`src/rtl/uart_rx.sv`:
```
// 8N1 UART receiver: 16x oversampled majority-vote sampling, 2-entry RCREG FIFO
// and RCSTA control/status (SPEN, CREN, FERR, OERR).
module uart_rx #(
   parameter int FIFO_DEPTH  = 2,
   parameter int SYNC_STAGES = 2
) (
   input  logic       clk,
   input  logic       rst,
   input  logic       UART_RXD,
   input  logic [7:0] reg_data_in,
   input  logic       rcsta_reg_wr_en,
   output logic [7:0] rcsta_reg_out,
   input  logic [7:0] spbrg,
   input  logic       brgh,
   input  logic       rcreg_rd_en,
   output logic [7:0] rcreg_out,
   output logic       rxif_set_en
);

   localparam int CNT_W = $clog2(FIFO_DEPTH + 1);
   localparam int PTR_W = $clog2(FIFO_DEPTH);

   typedef enum logic [1:0] {
      ST_IDLE  = 2'd0,
      ST_START = 2'd1,
      ST_DATA  = 2'd2,
      ST_STOP  = 2'd3
   } state_e;

   function automatic logic majority3(input logic a, input logic b, input logic c);
      return (a & b) | (a & c) | (b & c);
   endfunction

   logic [SYNC_STAGES-1:0] sync_q;
   logic                   spen_q, spen_d;
   logic                   cren_q, cren_d;
   logic                   oerr_q, oerr_d;
   state_e                 state_q, state_d;
   logic [9:0]             presc_q, presc_d;
   logic [3:0]             tick_q, tick_d;
   logic [2:0]             idx_q, idx_d;
   logic [1:0]             samp_q, samp_d;
   logic [7:0]             shift_q, shift_d;
   logic [8:0]             mem_q [FIFO_DEPTH];
   logic [8:0]             mem_d [FIFO_DEPTH];
   logic [PTR_W-1:0]       rd_ptr_q, rd_ptr_d;
   logic [CNT_W-1:0]       cnt_q, cnt_d;

   logic             rxd_s;
   logic [9:0]       presc_term_s;
   logic             tick_s;
   logic             maj_s;
   logic             active_s;
   logic             abort_s;
   logic             flush_s;
   logic             kill_s;
   logic             push_req_s;
   logic             push_ferr_s;
   logic             pop_s;
   logic             ovf_s;
   logic [PTR_W-1:0] rd_after_s;
   logic [CNT_W-1:0] cnt_after_s;
   logic [PTR_W-1:0] wr_idx_s;
   logic [8:0]       head_s;
   logic             unused_s;

   assign rxd_s        = sync_q[SYNC_STAGES-1];
   // BRGH=0 divides by 4*(SPBRG+1): terminal count is {spbrg, 2'b11}
   assign presc_term_s = brgh ? {2'b00, spbrg} : {spbrg, 2'b11};
   assign tick_s       = (presc_q == presc_term_s);
   assign maj_s        = majority3(samp_q[0], samp_q[1], rxd_s);
   assign active_s     = spen_q & cren_q & ~oerr_q;
   assign abort_s      = rcsta_reg_wr_en & (~reg_data_in[7] | ~reg_data_in[4]);
   assign flush_s      = rcsta_reg_wr_en & ~reg_data_in[7];
   assign kill_s       = ~active_s | abort_s;
   assign unused_s     = ^{reg_data_in[6:5], reg_data_in[3:0]};

   // RCSTA control bits; leaving reception clears an overrun.
   always_comb begin
      spen_d = spen_q;
      cren_d = cren_q;
      if (rcsta_reg_wr_en) begin
         spen_d = reg_data_in[7];
         cren_d = reg_data_in[4];
         if (!reg_data_in[7] || !reg_data_in[4]) begin
            oerr_d = 1'b0;
         end else begin
            oerr_d = oerr_q | ovf_s;
         end
      end else begin
         oerr_d = oerr_q | ovf_s;
      end
   end

   // Receive FSM with prescaler, tick counter and majority sampling.
   always_comb begin
      state_d     = state_q;
      presc_d     = presc_q;
      tick_d      = tick_q;
      idx_d       = idx_q;
      samp_d      = samp_q;
      shift_d     = shift_q;
      push_req_s  = 1'b0;
      push_ferr_s = 1'b0;
      if (kill_s) begin
         state_d = ST_IDLE;
         presc_d = 10'd0;
         tick_d  = 4'd0;
         idx_d   = 3'd0;
      end else begin
         case (state_q)
            ST_IDLE: begin
               presc_d = 10'd0;
               tick_d  = 4'd0;
               idx_d   = 3'd0;
               if (!rxd_s) begin
                  state_d = ST_START;
               end else begin
                  state_d = ST_IDLE;
               end
            end
            ST_START, ST_DATA, ST_STOP: begin
               if (tick_s) begin
                  presc_d = 10'd0;
                  tick_d  = tick_q + 4'd1;
                  if (tick_q == 4'd7) begin
                     samp_d[0] = rxd_s;
                  end else if (tick_q == 4'd8) begin
                     samp_d[1] = rxd_s;
                  end else if (tick_q == 4'd9) begin
                     case (state_q)
                        ST_START: begin
                           if (maj_s) begin
                              state_d = ST_IDLE;
                              tick_d  = 4'd0;
                           end else begin
                              state_d = ST_START;
                           end
                        end
                        ST_DATA:  shift_d = {maj_s, shift_q[7:1]};
                        ST_STOP: begin
                           // Return to IDLE right away so a back-to-back start edge is seen
                           push_req_s  = 1'b1;
                           push_ferr_s = ~maj_s;
                           state_d     = ST_IDLE;
                           tick_d      = 4'd0;
                        end
                        default:  state_d = ST_IDLE;
                     endcase
                  end else if (tick_q == 4'd15) begin
                     case (state_q)
                        ST_START: begin
                           state_d = ST_DATA;
                           idx_d   = 3'd0;
                        end
                        ST_DATA: begin
                           if (idx_q == 3'd7) begin
                              state_d = ST_STOP;
                              idx_d   = 3'd0;
                           end else begin
                              idx_d = idx_q + 3'd1;
                           end
                        end
                        default:  state_d = ST_IDLE;
                     endcase
                  end else begin
                     samp_d = samp_q;
                  end
               end else begin
                  presc_d = presc_q + 10'd1;
               end
            end
            default: state_d = ST_IDLE;
         endcase
      end
   end

   assign pop_s       = rcreg_rd_en & (cnt_q != {CNT_W{1'b0}});
   assign rd_after_s  = pop_s ? rd_ptr_q + PTR_W'(1) : rd_ptr_q;
   assign cnt_after_s = cnt_q - CNT_W'(pop_s);
   assign wr_idx_s    = rd_after_s + PTR_W'(cnt_after_s);

   // FIFO update: a same-cycle pop frees space before the push is considered.
   always_comb begin
      mem_d    = mem_q;
      rd_ptr_d = rd_after_s;
      cnt_d    = cnt_after_s;
      ovf_s    = 1'b0;
      if (flush_s) begin
         rd_ptr_d = {PTR_W{1'b0}};
         cnt_d    = {CNT_W{1'b0}};
      end else if (push_req_s) begin
         if (cnt_after_s == CNT_W'(FIFO_DEPTH)) begin
            ovf_s = 1'b1;
         end else begin
            mem_d[wr_idx_s] = {push_ferr_s, shift_q};
            cnt_d           = cnt_after_s + CNT_W'(1);
         end
      end else begin
         cnt_d = cnt_after_s;
      end
   end

   // State registers with synchronous active-low reset.
   always_ff @(posedge clk) begin
      if (!rst) begin
         sync_q   <= {SYNC_STAGES{1'b1}};
         spen_q   <= 1'b0;
         cren_q   <= 1'b0;
         oerr_q   <= 1'b0;
         state_q  <= ST_IDLE;
         presc_q  <= 10'd0;
         tick_q   <= 4'd0;
         idx_q    <= 3'd0;
         samp_q   <= 2'b00;
         shift_q  <= 8'h00;
         rd_ptr_q <= {PTR_W{1'b0}};
         cnt_q    <= {CNT_W{1'b0}};
         for (int i = 0; i < FIFO_DEPTH; i++) begin
            mem_q[i] <= 9'h000;
         end
      end else begin
         sync_q   <= {sync_q[SYNC_STAGES-2:0], UART_RXD};
         spen_q   <= spen_d;
         cren_q   <= cren_d;
         oerr_q   <= oerr_d;
         state_q  <= state_d;
         presc_q  <= presc_d;
         tick_q   <= tick_d;
         idx_q    <= idx_d;
         samp_q   <= samp_d;
         shift_q  <= shift_d;
         rd_ptr_q <= rd_ptr_d;
         cnt_q    <= cnt_d;
         mem_q    <= mem_d;
      end
   end

   assign head_s        = mem_q[rd_ptr_q];
   assign rxif_set_en   = (cnt_q != {CNT_W{1'b0}});
   assign rcreg_out     = rxif_set_en ? head_s[7:0] : 8'h00;
   assign rcsta_reg_out = {spen_q, 1'b0, 1'b0, cren_q, 1'b0,
                           rxif_set_en & head_s[8], oerr_q, 1'b0};

endmodule

```
`config.mk`:
```
export PLATFORM = sky130hd
export DESIGN_NAME = uart_rx
export DESIGN_NICKNAME = d
export VERILOG_FILES = /design/src/rtl/uart_rx.sv
export SDC_FILE = /design/constraint.sdc
export NUM_CORES = 1
export LEC_CHECK = 0
export BUFFER_PORTS_ARGS = -buffer_cell sky130_fd_sc_hd__buf_2
export CORE_ASPECT_RATIO = 0.9
export CORE_MARGIN = 1
export CORE_UTILIZATION = 40
export CTS_BUF_LIST = sky130_fd_sc_hd__clkbuf_4 sky130_fd_sc_hd__clkbuf_8
export DETAILED_ROUTE_END_ITERATION = 7
export GPL_TIMING_DRIVEN = 0
export SLEW_MARGIN = 40
export SYNTH_ARGS = -nofsm -noshare
export SYNTH_HDL_FRONTEND = slang
export SYNTH_SLANG_ARGS = --single-unit
```
`constraint.sdc`:
```
create_clock -name clk -period 5.3 [get_ports clk]
set_clock_uncertainty 0.2 [all_clocks]
set_input_delay 0.53 -clock clk [delete_from_list [all_inputs] [get_ports clk]]
set_output_delay 0.53 -clock clk [all_outputs]
set_load 0.005 [all_outputs]
```
==> impl_results.md, run 1 <==
- First-pass GRT wire length: 10.9 mm
- IO Port Bufs: 27
- Top post-synthesis cells by area: dfxtp_1 36%, mux2i_1 16%, ha_1 5.7%
- Main flop type after synthesis: dfxtp_1
- Post-Synthesis Cells: 338
- Htree depth: 2
- Die width: 94.4 um
- Dpl cells: 461
- Dpl hpwl: 4.64 mm
- Register area share after synthesis: 35.8%
- Commonest non-fill, non-tap cell in the layout: dfxtp_1
- Critical path endpoint category: flop
- Outcome: complete, no violations
- Synth Area per Inst: between 9 and 10 um2
- Gr usage total: 16.9%
- Vias per cell: 5.13
- RSZ-0062 raised after global routing: false
- Synthesis-to-finish area growth: 12.3%
- R2R cell count: 7
- Final cell count without fillers: 469
- Worst Max-Slew Pin Slew: ~0.82 ns
- ANT cells: 0
- Cell taking the most area after synthesis: dfxtp_1
- Synthesis warning total: 0
- Number of synthesized flops with an enable pin: 0
- Post-DRT Antenna Nets: 0
- Final Cell Area: about 3500 um2
- Max-cap viol count: 0
- Core Rows: 29
- Setup TNS: 0 ns
- Worst VDD drop: ~130 uV
- Hold Vio Cnt, Final: 0
- DRC errors left: 0
- Share of cells above drive strength 1: 15.4%
- Clock transition at path regs: 0.10 ns
- Placed cell area: 3340 um2
- Hold Crit Class: primary input to flop
- Cell area after synthesis: 3070 um2
- GRT Residual Overflow: 0
- Flop-to-flop setup slack: 2.71 ns
- Multiplexer area fraction after synthesis: around 16%
- Asr flop ratio synth: 0%
- Vias in the first global route: ~2400
- Crit path kind: flop to flop
- WL per Instance: 13.6 um
- Post-Synth XOR/XNOR Area: 5.70%
- Hold Path Depth: 2
- Largest net degree at the start of global routing: 19
- #FFs+latches synth: 55
- Cts bufs inserted: 5
- Post-Synth Simple-Gate Area: 23.5%
- Final Setup Violations: 0
- Skew-Pair Late Insertion Delay: 0.31 ns
- Min-delay src: UART_RXD
- Netlist cell types: 51
- DRT iter0 DRCs: 47
- Resized cells post-CTS: 0
- Main combinational cell family by area after synthesis: simple AND/OR/NAND/NOR gates
- Die Ht: 85.2 um
- Pins Over Slew Limit: 0
- Crit Reg-Reg Endpoint: mem_q[6]
- FF-to-FF Start: state_q[0]
- Max Clk Rate: 0.386 GHz
- LEAKAGE: 0.00150 uW
- Compound-Gate Fraction of Synth Area: 6.47%
- Adder-Cell Fraction of Synth Area: 6.03%
- Sink Count: 55
- CTS tree: yes
- IO Pins: 39
- Clock Path Buffers: 2
- Postcts setup bufs: 0
- Total core area: 7260 um2
- TritonRoute pass-1 iters: 4
- Slew headroom: 45.1%
- Crit path DAT: 2.58 ns
- Nets: 411
- Placer Congestion: 0.784
- Period minus WS final: 2.59 ns
- Initial Utilization: 42.3%
- WP data required: 5.29 ns
- Post-cts hold buffer count: 0
- PwrDens: 215 nW/um2
- Die ar.: ~8000 um2
- Final period util: 48.9%
- Commonest non-fill, non-tap cells in the layout: 55 x dfxtp_1, 49 x mux2i_1, 46 x nand2_1, 33 x buf_2, 20 x nor2_1
- Vias: about 2400
- Routed WL: around 6.4 mm
- Root buf cell: clkbuf_8
- CP startpoint kind: flop
- Top-area cell type share of the netlist area: 35.8%
- Critical path peak fanout: 9
- Initial antenna violation count: 0
- Hold path endpoint: sync_q[0]
==> sequential cells by signal, summed over array words and instances (netlist names) <==
signal    cells
cnt_q         2
cren_q        1
idx_q         3
mem_q        18
oerr_q        1
presc_q      10
rd_ptr_q      1
samp_q        2
shift_q       8
spen_q        1
state_q       2
sync_q        2
tick_q        4
==> critical path, cell delays in order, from the launching register on <==
cell and delay (ns):
dfxtp_1 0.39, inv_1 0.10, ha_1 0.28, or4_1 0.65
nor4_1 0.31, nand4_1 0.12, buf_2 0.27, mux2i_1 0.15
==> where the power goes <==
part	switching (uW)	total, uW	internal [uW]	leakage, uW
Sequential	1.11	416	415	0.000444
Combinational	25.1	43.4	18.3	0.000997
Clock	140	283	142	0.0000548
Total	166	742	575	0.00150
==> layout make-up <==
type,instances,area (um2)
buffer,23,139
timing repair buffer,27,135
clock buffer,5,68.8
sequential,55,1100
multi-input combinational,251,1800
tap,93,116
inverter,12,45.0
clock inverter,3,46.3
fill,716,3810
==> Yosys cell counts, drive strengths merged, types with 2 or more instances <==
library cell / count
dfxtp: 55
mux2i: 49
nand2: 46
nor2: 20
buf: 17
xnor2: 16
ha: 14
nor3: 14
inv: 12
nand4: 10
nand3: 8
a21oi: 7
and3: 7
nand2b: 7
clkbuf: 6
nand4b: 4
xor2: 4
a41oi: 3
and2: 3
and4: 3
nor4: 3
a21boi: 2
a31o: 2
nand3b: 2
nor3b: 2
or2: 2
==> worst max-delay path by stage <==
stage	from	end	slack, ns	cells past startpoint
5_1_grt	tick_q[0]	mem_q[2]	2.45	8
2_1_floorplan	brgh	cnt_q[1]	2.92	4
3_5_place_dp	brgh	cnt_q[1]	2.51	7
3_3_place_gp	brgh	cnt_q[1]	2.51	7
6_report	state_q[0]	mem_q[6]	2.71	7
4_1_cts	state_q[0]	mem_q[7]	2.73	7
==> through the flow <==
step	utilization (%)	power [uW]	hold WS, ns	worst slack (ns)
6_report	47.6	742	0.201	2.71
5_1_grt	47.6	772	0.204	2.45
4_1_cts	47.6	752	0.193	2.73
3_5_place_dp	46.0	469	0.218	2.51
3_3_place_gp	46.0	468	0.197	2.51
2_1_floorplan	-	453	0.186	2.92
==> layer usage <==
metal / wire (um) / up-vias / part of all wire [%] / GRT usage, %
met2: 2770 / 34 / 43 / 27.3
met5: 0 / - / 0 / 0
li1: - / 1248 / - / -
met4: 24 / 0 / 0.38 / 3.50
met1: 3370 / 1120 / 53 / 23.7
met3: 224 / 2 / 3.5 / 2.87
==> logic make-up after synthesis <==
family / count (synthesis)
and+or+nand+nor: 138
DFF: 55
muxes: 50
buffers and inverters: 35
AOI/OAI and AO/OA: 24
xor gates and xnor gates: 20
adders and majority gates: 15
other: 1
(Power assumes the default switching activity.)
==> inputs of run 2 (changes only) <==
- clock period: 5.3 -> 2.7 ns (I/O delays scaled with it)
==> run 2 against run 1 <==
Compared with the run above:
- via count rose by 0.42%
- fmax up 0.94%
- highest routed layer unchanged
- count of clock-buffer cells in the layout unchanged
- final area grew 0.47%
- combinational power up 98%
- sequential power grew 96%
- wire length down 0.27%
==> impl_results.md, run 2 (synthesis gave the netlist of run 1 again) <==
- Largest net degree at the start of global routing: 19 (unchanged)
- Die Ht: 85.2 um (unchanged)
- Slew headroom: 45.3% (was 45.1%)
- Largest regs: mem_q (18), presc_q (10), shift_q (8) (unchanged)
- Met3 Usage GRT: 2.87% (unchanged)
- Initial Utilization: 42.3% (unchanged)
- Worst path max stage delay: 0.64 ns (was 0.65 ns)
- Vias in the first global route: 2374 (was 2362)
- CTS tree: yes (unchanged)
- CP delay by family, top: simple AND/OR/NAND/NOR gates (unchanged)
- Die width: 94.4 um (unchanged)
- GRT Residual Overflow: 0 (unchanged)
- Commonest non-fill, non-tap cells in the layout: 55 x dfxtp_1, 49 x mux2i_1, 46 x nand2_1, 33 x buf_2, 20 x nor2_1 (unchanged)
- IO Port Bufs: 27 (unchanged)
- Total core area: 7260 um2 (unchanged)
- IO Pins: 39 (unchanged)
- Skew-Pair Late Insertion Delay: 0.31 ns (about the same)
- Max FFs per register: 18 (unchanged)
- Vias: 2414 (was 2404)
- First-pass GRT wire length: 10.9 mm (about the same)
- Gr usage total: 17.0% (was 16.9%)
- Max-cap viol count: 0 (unchanged)
- Register with the most flip-flops: mem_q (unchanged)
- Worst Max-Slew Pin Slew: 0.820 ns (was 0.824 ns)
- Period minus WS final: 2.57 ns (was 2.59 ns)
- Postcts setup bufs: 0 (unchanged)
- Htree depth: 2 (unchanged)
- Pins Over Slew Limit: 0 (unchanged)
- Sink Count: 55 (unchanged)
- Clock transition at path regs: 0.10 ns (about the same)
- Min-delay src: reg_data_in[7] (was UART_RXD)
- Hold Path Depth: 3 (was 2)
- Routed WL: 6.37 mm (was 6.39 mm)
- Nets: 412 (was 411)
- Flop-to-flop setup slack: 0.13 ns (was 2.71 ns)
- Die ar.: 8040 um2 (unchanged)
- CP startpoint kind: flop (unchanged)
- Gr busiest metal: met2 (unchanged)
- Max Clk Rate: 0.389 GHz (was 0.386 GHz)
- Core Rows: 29 (unchanged)
- RSZ-0062 raised after global routing: false (unchanged)
- Critical path peak fanout: 9 (unchanged)
- Critical path cell sequence: inv_1 -> ha_1 -> or4_1 -> nor4_1 -> nand4_1 -> buf_2 -> mux2i_1 (unchanged)
- Hold path endpoint: spen_q (was sync_q[0])
- Setup TNS: 0 ns (unchanged)
- DRT iter0 DRCs: 57 (was 47)
- Met1 usage: 23.7% (unchanged)
- Dpl hpwl: 4.64 mm (unchanged)
- Hold Crit Class: primary input to flop (unchanged)
- Crit Reg-Reg Endpoint: mem_q[6] (unchanged)
- LEAKAGE: 0.00150 uW (about the same)
- Crit-path slowest cell: or4_1 (unchanged)
- WP data required: 2.69 ns (was 5.29 ns)
- Placer Congestion: 0.784 (unchanged)
- Clock Path Buffers: 2 (unchanged)
- Synthesis-to-finish area growth: 12.8% (was 12.3%)
- Worst VDD drop: 266 uV (was 135 uV)
- Crit path kind: flop to flop (unchanged)
- PwrDens: 420 nW/um2 (was 215 nW/um2)
- Critical path endpoint category: flop (unchanged)
- FF-to-FF Start: state_q[0] (unchanged)
- Outcome: complete, no violations (unchanged)
- DRC errors left: 0 (unchanged)
- Worst path bufs/invs: 2 (unchanged)
- Share of cells above drive strength 1: 15.6% (was 15.4%)
- R2R cell count: 7 (unchanged)
- Final period util: 95.1% (was 48.9%)
- TritonRoute pass-1 iters: 4 (unchanged)
- Met2 Use GR: 27.5% (was 27.3%)
- ANT cells: 0 (unchanged)
- Final Util: 47.8% (was 47.6%)
- Commonest non-fill, non-tap cell in the layout: dfxtp_1 (unchanged)
- WL per Instance: 13.6 um (about the same)
- Cts bufs inserted: 5 (unchanged)
- Crit path DAT: 2.56 ns (was 2.58 ns)
- Post-DRT Antenna Nets: 0 (unchanged)
- Vias per cell: 5.14 (was 5.13)
- Initial antenna violation count: 0 (unchanged)
- Fillers: 717 (was 716)
- Final Setup Violations: 0 (unchanged)
- Hold Vio Cnt, Final: 0 (unchanged)
- Root buf cell: clkbuf_8 (unchanged)
- Crit. Startpoint: state_q[0] (unchanged)
==> run 2: cell count changes in the layout (fill, tap and decap cells not counted) <==
| cell | before | now |
|---|---|---|
| dlygate4sd3_1 | 0 | 1 |
| nor4bb_2 | 0 | 1 |
| nor4bb_1 | 1 | 0 |
==> run 2: stage by stage <==
stage          cells  total power, uW  setup WS (ns)  hold WS, ns  cell area [um2]
6_report         470             1460          0.132       0.0185             3470
2_1_floorplan    341              890          0.393        0.171             3080
4_1_cts          470             1480          0.128       0.0114             3460
5_1_grt          470             1520        0.00194       0.0300             3470
3_3_place_gp     461              919          0.149        0.197             3340
3_5_place_dp     461              920          0.140        0.218             3340
==> run 2: layer usage <==
layer	up-vias	wire length, um
met3	2	259
li1	1252	-
met4	0	24
met5	-	0
met2	41	2770
met1	1119	3320
==> run 2: worst max path at each step <==
stage                     endpoint  slack [ns]  cells past startpoint
final                     mem_q[6]        0.13                      7
after global routing      mem_q[2]       0.002                      7
after CTS                 mem_q[7]        0.13                      7
after global placement    mem_q[7]        0.15                      8
after detailed placement  mem_q[7]        0.14                      7
after floorplan           mem_q[0]        0.39                      7
==> run 2: layout make-up <==
cell class,count,area (um2),share of cell area (%)
clock buffers,5,68.8,1.98
multi-input cells,251,1810,52.1
inverters,12,45.0,1.30
well taps,93,116,3.36
plain buffers,23,139,4.01
clock inverters,3,46.3,1.34
repair buffers,28,145,4.19
flip-flops and latches,55,1100,31.8
==> run 2: power breakdown <==
group / internal [uW] / switching [uW] / total, uW
registers: 814 / 2.18 / 816
clock network: 280 / 275 / 555
logic: 36.8 / 49.1 / 85.9
==> run 2: repair_timing <==
action / in CTS / in global routing
gates resized for setup: 0 / 1
hold buffers: 1 / 0
endpoints found under the hold margin: 1 / 0
setup endpoints to repair: 0 / 18
==> run 2: worst register-to-register path, cell delays in order (launching register included) <==
cell     delay [ns]
dfxtp_1        0.39
inv_1          0.10
ha_1           0.27
or4_1          0.65
nor4_1         0.31
nand4_1        0.12
buf_2          0.27
mux2i_1        0.15
==> inputs of run 3 (changes only) <==
- BUFFER_PORTS_ARGS: -buffer_cell sky130_fd_sc_hd__buf_2 -> unset
- CORE_ASPECT_RATIO: 0.9 -> unset
- DONT_BUFFER_PORTS: unset -> 1
==> run 3 against run 2 <==
Compared with the run above:
- sequential share of layout area grew 1.0 points
- register-to-register slack improved by 0.07 ns
- clock power shrank 15%
- cell count shrank 3.6%
- first-iteration DRC count increased by 82%
- global-route usage down 0.47 points
- sequential cell count stayed put
==> impl_results.md, run 3 (synthesis gave the netlist of run 1 again) <==
- Outcome: complete, no violations (unchanged)
- Max-cap viol count: 0 (unchanged)
- Sink Count: 55 (unchanged)
- PwrDens: 407 nW/um2 (was 420 nW/um2)
- Routed WL: 6.14 mm (was 6.37 mm)
- Pins Over Slew Limit: 0 (unchanged)
- Die Ht: 89.7 um (was 85.2 um)
- Nets: 389 (was 412)
- Final Util: 45.8% (was 47.8%)
- IO Pins: 39 (unchanged)
- Skew-Pair Late Insertion Delay: 0.31 ns (about the same)
- Dpl hpwl: 4.50 mm (was 4.64 mm)
- Met2 wire length: 2.74 mm (was 2.77 mm)
- Clock Path Buffers: 2 (unchanged)
- Vias in the first global route: 2219 (was 2374)
- Multi-input combinational cell area: 1810 um2 (unchanged)
- Placed cell area: 3210 um2 (was 3340 um2)
- Fillers: 716 (was 717)
- RSZ-0062 raised after global routing: true (was false)
- Final Setup Violations: 0 (unchanged)
- Root buf cell: clkbuf_8 (unchanged)
- Initial antenna violation count: 0 (unchanged)
- Crit path kind: flop to flop (unchanged)
- Gr usage total: 16.5% (was 17.0%)
- Worst VDD drop: 199 uV (was 266 uV)
- Critical path endpoint category: flop (unchanged)
- Max FFs per register: 18 (unchanged)
- Initial Utilization: 41.9% (was 42.3%)
- Share of cells above drive strength 1: 9.04% (was 15.6%)
- Die ar.: 8040 um2 (about the same)
- ANT cells: 0 (unchanged)
- Crit path DAT: 2.51 ns (was 2.56 ns)
- DRT iter0 DRCs: 104 (was 57)
- GRT Residual Overflow: 0 (unchanged)
- Placer Congestion: 0.851 (was 0.784)
- Period minus WS final: 2.50 ns (was 2.57 ns)
- Cts bufs inserted: 5 (unchanged)
- Wl on met1: 3.16 mm (was 3.32 mm)
- LEAKAGE: 0.00138 uW (was 0.00150 uW)
- Final period util: 92.7% (was 95.1%)
- Commonest non-fill, non-tap cell in the layout: dfxtp_1 (unchanged)
- Die width: 89.7 um (was 94.4 um)
- First-pass GRT wire length: 10.3 mm (was 10.9 mm)
- Clock transition at path regs: 0.10 ns (about the same)
- IO Port Bufs: 0 (was 27)
- WP data required: 2.71 ns (was 2.69 ns)
- Largest net degree at the start of global routing: 19 (unchanged)
- DRC errors left: 0 (unchanged)
- Commonest non-fill, non-tap cells in the layout: 55 x dfxtp_1, 49 x mux2i_1, 46 x nand2_1, 20 x nor2_1, 16 x xnor2_1 (was 55 x dfxtp_1, 49 x mux2i_1, 46 x nand2_1, 33 x buf_2, 20 x nor2_1)
- Total core area: 7330 um2 (was 7260 um2)
- Post-DRT Antenna Nets: 0 (unchanged)
- Register area: 1100 um2 (unchanged)
- Critical path peak fanout: 9 (unchanged)
- TritonRoute pass-1 iters: 4 (unchanged)
- Register with the most flip-flops: mem_q (unchanged)
- Max Clk Rate: 0.400 GHz (was 0.389 GHz)
- CTS tree: yes (unchanged)
- Worst Max-Slew Pin Slew: 0.747 ns (was 0.820 ns)
- Final Cell Area: 3360 um2 (was 3470 um2)
- Synthesis-to-finish area growth: 9.32% (was 12.8%)
- Hold Vio Cnt, Final: 0 (unchanged)
- Vias per cell: 5.10 (was 5.14)
- Hold Crit Class: primary input to flop (unchanged)
- Htree depth: 2 (unchanged)
- WL per Instance: 13.6 um (about the same)
- Routed wl met3: 196 um (was 259 um)
- CP startpoint kind: flop (unchanged)
- Slew headroom: 50.2% (was 45.3%)
- Largest regs: mem_q (18), presc_q (10), shift_q (8) (unchanged)
- Vias: 2310 (was 2414)
- Highest Signal Layer: met4 (unchanged)
- Core Rows: 31 (was 29)
## run 3: final timing paths
| check | start | endpoint | slack (ns) | depth (start not counted) |
|---|---|---|---|---|
| worst max-delay path | presc_q[1] | cnt_q[1] | 0.20 | 4 |
| worst min-delay path | reg_data_in[4] | oerr_q | 0.04 | 2 |
| worst max register to register | presc_q[1] | cnt_q[1] | 0.20 | 4 |
| worst min register to register | sync_q[0] | sync_q[1] | 0.22 | 1 |
## run 3: power by group
| part | switching [uW] | internal (uW) | total, uW |
|---|---|---|---|
| sequential | 2.20 | 814 | 816 |
| clock | 287 | 188 | 474 |
| combinational | 42.2 | 33.7 | 75.9 |
| total | 331 | 1040 | 1370 |
## run 3: timing repair
item | CTS | global route
endpoints found under the setup margin | 0 | 24
hold buffers | 5 | 0
setup buffers | 0 | 0
hold endpoints to repair | 3 | 0
resized for setup | 0 | 3
## run 3: routing by layer
metal | vias up | GRT usage (%)
met5 | - | 0
met4 | 0 | 3.90
met3 | 4 | 2.83
met2 | 37 | 27.4
met1 | 1066 | 22.4
li1 | 1203 | -
## run 3: per-stage QoR
step | TNS [ns] | setup slack, ns | hold WS [ns] | power, uW | std cells
global placement | 0 | 0.0977 | 0.175 | 903 | 440
detailed placement | 0 | 0.121 | 0.175 | 904 | 440
global route | -0.273 | -0.0372 | 0.0635 | 1420 | 453
floorplan | 0 | 0.393 | 0.171 | 890 | 341
CTS | 0 | 0.105 | 0.0367 | 1380 | 453
finish | 0 | 0.198 | 0.0350 | 1370 | 453
## run 3: layout make-up
type	count	area share (%)
Tap cell	99	3.69
Sequential cell	55	32.8
Clock buffer	5	2.05
Buffer	23	4.21
Inverter	12	1.34
Multi-Input combinational cell	251	53.7
Clock inverter	3	0.708
Timing Repair Buffer	5	1.49
## run 3: worst max-delay path: stages, from the launching register on
cell and delay [ns]:
dfxtp_1 0.46, or4b_1 0.48, a32oi_2 0.56, and4_1 0.37
mux2_1 0.33
